**src/rtl/etch_a_sketch_vram_painter.sv**
```systemverilog
// Etch-a-sketch VRAM painter.
// Turns accepted touch events into BRUSH_SIZE x BRUSH_SIZE squares of pen colour on
// the write port of the frame-buffer VRAM. It sweeps the whole VRAM to BG_COLOR
// after reset and whenever a clear is requested.
// The touch bus is packed as {valid, x[8:0], y[8:0]}.
module etch_a_sketch_vram_painter #(
   parameter int          DISPLAY_WIDTH  = 240,
   parameter int          DISPLAY_HEIGHT = 320,
   parameter int          VRAM_L         = DISPLAY_WIDTH * DISPLAY_HEIGHT,
   parameter int          BRUSH_SIZE     = 4,
   parameter logic [15:0] BG_COLOR       = 16'h0000
) (
   input  logic                      clk,
   input  logic                      rst,
   input  logic                      ena,
   input  logic [18:0]               touch,
   input  logic [15:0]               pen_color,
   input  logic                      clear_req,
   output logic                      busy,
   output logic                      vram_wr_ena,
   output logic [$clog2(VRAM_L)-1:0] vram_wr_addr,
   output logic [15:0]               vram_wr_data
);

   localparam int AW = $clog2(VRAM_L);
   localparam int BW = $clog2(BRUSH_SIZE + 1);
   localparam logic [9:0]    W10       = 10'(DISPLAY_WIDTH);
   localparam logic [9:0]    H10       = 10'(DISPLAY_HEIGHT);
   localparam logic [AW-1:0] LAST_ADDR = AW'(VRAM_L - 1);
   localparam logic [BW-1:0] LAST_OFS  = BW'(BRUSH_SIZE - 1);

   typedef enum logic [1:0] {
      S_CLEAR,
      S_IDLE,
      S_PAINT
   } state_t;

   state_t        state;
   logic [AW-1:0] sweep_cnt;
   logic [8:0]    last_x;
   logic [8:0]    last_y;
   logic [9:0]    x0;
   logic [9:0]    y0;
   logic [15:0]   color;
   logic [BW-1:0] dx;
   logic [BW-1:0] dy;

   // Touch bus fields
   logic       touch_valid;
   logic [8:0] touch_x;
   logic [8:0] touch_y;
   assign touch_valid = touch[18];
   assign touch_x     = touch[17:9];
   assign touch_y     = touch[8:0];

   // A touch is worth painting only if it is on screen and differs from the last accepted point
   logic touch_ok;
   assign touch_ok = touch_valid
                     && ({1'b0, touch_x} < W10)
                     && ({1'b0, touch_y} < H10)
                     && !((touch_x == last_x) && (touch_y == last_y));

   // Current brush pixel; 10 bits leave headroom for x0 + BRUSH_SIZE - 1
   logic [9:0]    px;
   logic [9:0]    py;
   logic          pix_in;
   logic [AW-1:0] paint_addr;
   assign px     = x0 + 10'(dx);
   assign py     = y0 + 10'(dy);
   assign pix_in = (px < W10) && (py < H10);
   // Only the low AW bits of the row-major address are kept; the dropped MSB cannot
   // affect them, and in-bounds pixels always fit below VRAM_L.
   assign paint_addr = AW'(py) * AW'(DISPLAY_WIDTH) + AW'(px);

   // Main controller: clear sweep, idle arbitration and brush walk, all outputs registered
   always_ff @(posedge clk or posedge rst) begin
      if (rst) begin
         state        <= S_CLEAR;
         sweep_cnt    <= '0;
         last_x       <= '1;
         last_y       <= '1;
         x0           <= '0;
         y0           <= '0;
         color        <= '0;
         dx           <= '0;
         dy           <= '0;
         busy         <= 1'b1;
         vram_wr_ena  <= 1'b0;
         vram_wr_addr <= '0;
         vram_wr_data <= '0;
      end else if (ena) begin
         case (state)
            S_CLEAR: begin
               vram_wr_ena  <= 1'b1;
               vram_wr_addr <= sweep_cnt;
               vram_wr_data <= BG_COLOR;
               sweep_cnt    <= sweep_cnt + AW'(1);
               if (sweep_cnt == LAST_ADDR) begin
                  sweep_cnt <= '0;
                  busy      <= 1'b0;
                  state     <= S_IDLE;
               end
            end
            S_IDLE: begin
               vram_wr_ena <= 1'b0;
               if (clear_req) begin
                  sweep_cnt <= '0;
                  busy      <= 1'b1;
                  state     <= S_CLEAR;
               end else if (touch_ok) begin
                  x0     <= {1'b0, touch_x};
                  y0     <= {1'b0, touch_y};
                  color  <= pen_color;
                  last_x <= touch_x;
                  last_y <= touch_y;
                  dx     <= '0;
                  dy     <= '0;
                  busy   <= 1'b1;
                  state  <= S_PAINT;
               end else begin
                  busy <= 1'b0;
               end
            end
            S_PAINT: begin
               if (clear_req) begin
                  // Abort the stroke; the sweep starts writing on the following edge
                  vram_wr_ena <= 1'b0;
                  sweep_cnt   <= '0;
                  busy        <= 1'b1;
                  state       <= S_CLEAR;
               end else begin
                  // Off-screen brush pixels still consume a cycle but do not write
                  vram_wr_ena  <= pix_in;
                  vram_wr_addr <= paint_addr;
                  vram_wr_data <= color;
                  if (dx == LAST_OFS) begin
                     dx <= '0;
                     if (dy == LAST_OFS) begin
                        dy    <= '0;
                        busy  <= 1'b0;
                        state <= S_IDLE;
                     end else begin
                        dy <= dy + BW'(1);
                     end
                  end else begin
                     dx <= dx + BW'(1);
                  end
               end
            end
            default: begin
               vram_wr_ena <= 1'b0;
               busy        <= 1'b0;
               state       <= S_IDLE;
            end
         endcase
      end
   end

endmodule
```
**config.mk**
```make
export PLATFORM = sky130hd
export DESIGN_NAME = etch_a_sketch_vram_painter
export DESIGN_NICKNAME = d
export VERILOG_FILES = /design/src/rtl/etch_a_sketch_vram_painter.sv
export SDC_FILE = /design/constraint.sdc
export NUM_CORES = 1
export LEC_CHECK = 0
export CAP_MARGIN = 20
export CORE_MARGIN = 2
export CORE_UTILIZATION = 30
export DETAILED_ROUTE_END_ITERATION = 7
export PLACE_DENSITY = 0.6
export REMOVE_ABC_BUFFERS = 1
export SYNTH_ARGS = -nofsm -noshare
export SYNTH_HDL_FRONTEND = slang
export SYNTH_SLANG_ARGS = --single-unit
```
**constraint.sdc**
```tcl
create_clock -name clk -period 12.5 [get_ports clk]
set_input_delay 3.75 -clock clk [delete_from_list [all_inputs] [get_ports clk]]
set_output_delay 3.75 -clock clk [all_outputs]
set_load 0.01 [all_outputs]
```
==> run summary <==
Die height: 153 um
Number of flops mapped to enable cells by yosys: 0
Max_slew headroom: 41.0%
Clock Power Share: 39.3%
CP Capture Type: register
Post-CTS setup buffer count: 0
Placement Cell Area: 0.00773 mm2
Pre-CTS setup slack: 6050 ps
Post-layout net count: 890
CTS clk-pin slew, worst paths: 80 ps
Via count: 5043
Required time worst endpoint: 12720 ps
Initial core utilization: 30.6%
First-pass GRT wire length: 24800 um
Reg2Reg Setup Slack: 7510 ps
Antenna violation net count after detailed routing: 0
Cell variety after synth: 61
Vias/cell: 4.66
Drt drc: 0
ANT cells: 0
Flip-flop and latch count after synthesis: 112
Warnings from Yosys: 0
Hold Buf Count CTS: 0
Drt wl/cell: 13.4 um
Arr. time, crit path: 5950 ps
Number of setup violations in the final report: 0
Core area: 0.0219 mm2
Clock Path Buffers: 2
H-tree Lvls: 3
R2R Path Start: dy[0]
Synth Instances: 732
Vias in the first global route: 4960
HP Start: last_y[1]
PwrDens: 94.2 mW/mm2
Crit Path Max Fanout: 13
Pre-Repair DR Iteration Count: 4
Worst-Margin Slew: 884 ps
Fin Clk Skew: 14.3 ps
P_leak: 0.00382 uW
Worst hold path type: register to register
CTS Buf Count: 9
Async S/R FF share, synth: 100%
Setup TNS Final: 0 ps
Top_reg_cell synth: dfrtp_1
Total gr overflow: 0
Switching Share: 26.5%
Hold endpoint: last_y[1]
Worst-Skew Late Latency: 360 ps
Reg2reg path depth: 19
Setup ws final: 6770 ps
Layout area overhead: 20.6%
Sequential area share after synthesis: 42.2%
All-layer global routing usage: 12.7%
Crit path launch type: input port
Comb power frac: 9.3%
Fin. max-slew vios: 0
Synthesized cell area: 0.00669 mm2
Post-DP HPWL: 10800 um
Most frequent cells in the layout: nand2_1 (175), dfrtp_1 (93), clkdlybuf4s50_1 (73)
Achievable Freq: 0.175 GHz
Final instance area: 0.00807 mm2
Min cycle time layout: 5730 ps
Max cap viols: 0
Row cnt: 54
Initial antenna violation count: 0
Commonest non-fill, non-tap cell in the layout: nand2_1
Worst Setup SP: ena
Max rail drop VDD: 0.0641 mV
Reg-to-Reg End: vram_wr_addr[16]
CTS root buf: clkbuf_16
CTS Sinks: 112
Post-CTS resize count: 0
1st-iter DRT viols: 281
P_sw: 201 uW
Die Wd: 153 um
Largest net degree at the start of global routing: 71
Layout cells sized above 1: 7.85%
Internal Power: 559 uW
RSZ-0062 raised after global routing: false
IO Pins: 74
Crit Path Category: input port to register
Seq pwr share: 51.4%
Routability Congestion: 0.795
Worst hold stages: 2
Die area: 0.0235 mm2
Outcome: completed
Buffers on Ports: 73
Fillers: 2283
Final worst path period share: 45.8%
Total wire length: 14500 um
Post-Syn Area per Cell: 9.14 um2
Final hold violation count: 0
CTS tree: done
## power by group through the flow
stage,clock network (uW),registers [uW],logic (uW)
4_1_cts,307,391,72.3
5_1_grt,324,393,80.4
3_5_place_dp,0,397,72.3
3_3_place_gp,0,398,70.5
2_1_floorplan,0,398,29.1
6_report,298,391,70.6
## cell families after synthesis
family / synth area share [%]
XOR/XNOR: 8.69
buffers and inverters: 4.39
flip-flops: 42.2
multiplexers: 1.40
AND/OR/NAND/NOR: 19.7
AO/OA/AOI/OAI: 11.9
adder cells (fa/ha/maj): 11.7
## per-stage QoR
step,total power (uW),cells,util (%),hold WS (ps)
final,760,1083,36.9,470
after global routing,797,1083,36.9,490
after CTS,770,1082,36.7,469
after detailed placement,470,1066,35.3,459
after global placement,468,1066,35.3,455
after floorplan,427,709,-,446
## registers in the layout, indices dropped and copies added (netlist names), 2 cells and up
signal,count
last_x,9
y0,9
sweep_cnt,17
color,16
dx,3
x0,9
last_y,9
vram_wr_addr,17
dy,3
state,2
vram_wr_data,16
## worst max-delay path: stages
cell	delay [ps]
clkdlybuf4s50_1	770
nand2_1	380
nor3_1	650
nand4_1	190
xor2_1	170
nor2_1	50
## metal layers
| metal | wire length [um] | share of wire (%) | vias to the layer above | track usage (%) |
|---|---|---|---|---|
| li1 | - | - | 2562 | - |
| met1 | 7490 | 52 | 2383 | 18.3 |
| met2 | 6440 | 44 | 86 | 20.1 |
| met3 | 415 | 2.9 | 12 | 2.38 |
| met4 | 147 | 1.0 | 0 | 2.84 |
| met5 | 0 | 0 | - | 0 |
## how the worst max path moves through the flow
| stage | to | slack [ps] | depth (start not counted) |
|---|---|---|---|
| after floorplan | color[0] | 5820 | 1 |
| after global placement | x0[8] | 6060 | 7 |
| after detailed placement | x0[8] | 6050 | 7 |
| after CTS | x0[8] | 6400 | 7 |
| after global routing | sweep_cnt[12] | 6560 | 8 |
| final | sweep_cnt[12] | 6770 | 6 |
## synthesized netlist by cell type (16+ instances only)
library cell | n | area share (%)
a21oi_1 | 23 | 1.7
xnor2_1 | 37 | 4.8
a22o_1 | 16 | 2.1
o21ai_0 | 40 | 3.0
nand2_1 | 175 | 9.8
ha_1 | 38 | 7.1
inv_1 | 53 | 3.0
nor2_1 | 39 | 2.2
dfrtp_1 | 93 | 35
clkbuf_1 | 18 | 1.0
dfstp_2 | 19 | 7.5
xor2_1 | 22 | 2.9
## area by class of cell
type	count	area (um2)	share of cell area, %
Multi-Input combinational cell	543	3590	44.4
Sequential cell	112	2830	35.0
Timing Repair Buffer	78	788	9.77
Tap cell	280	350	4.34
Clock buffer	9	225	2.79
Inverter	54	205	2.54
Clock inverter	7	87.6	1.09
(Power assumes the default switching activity.)
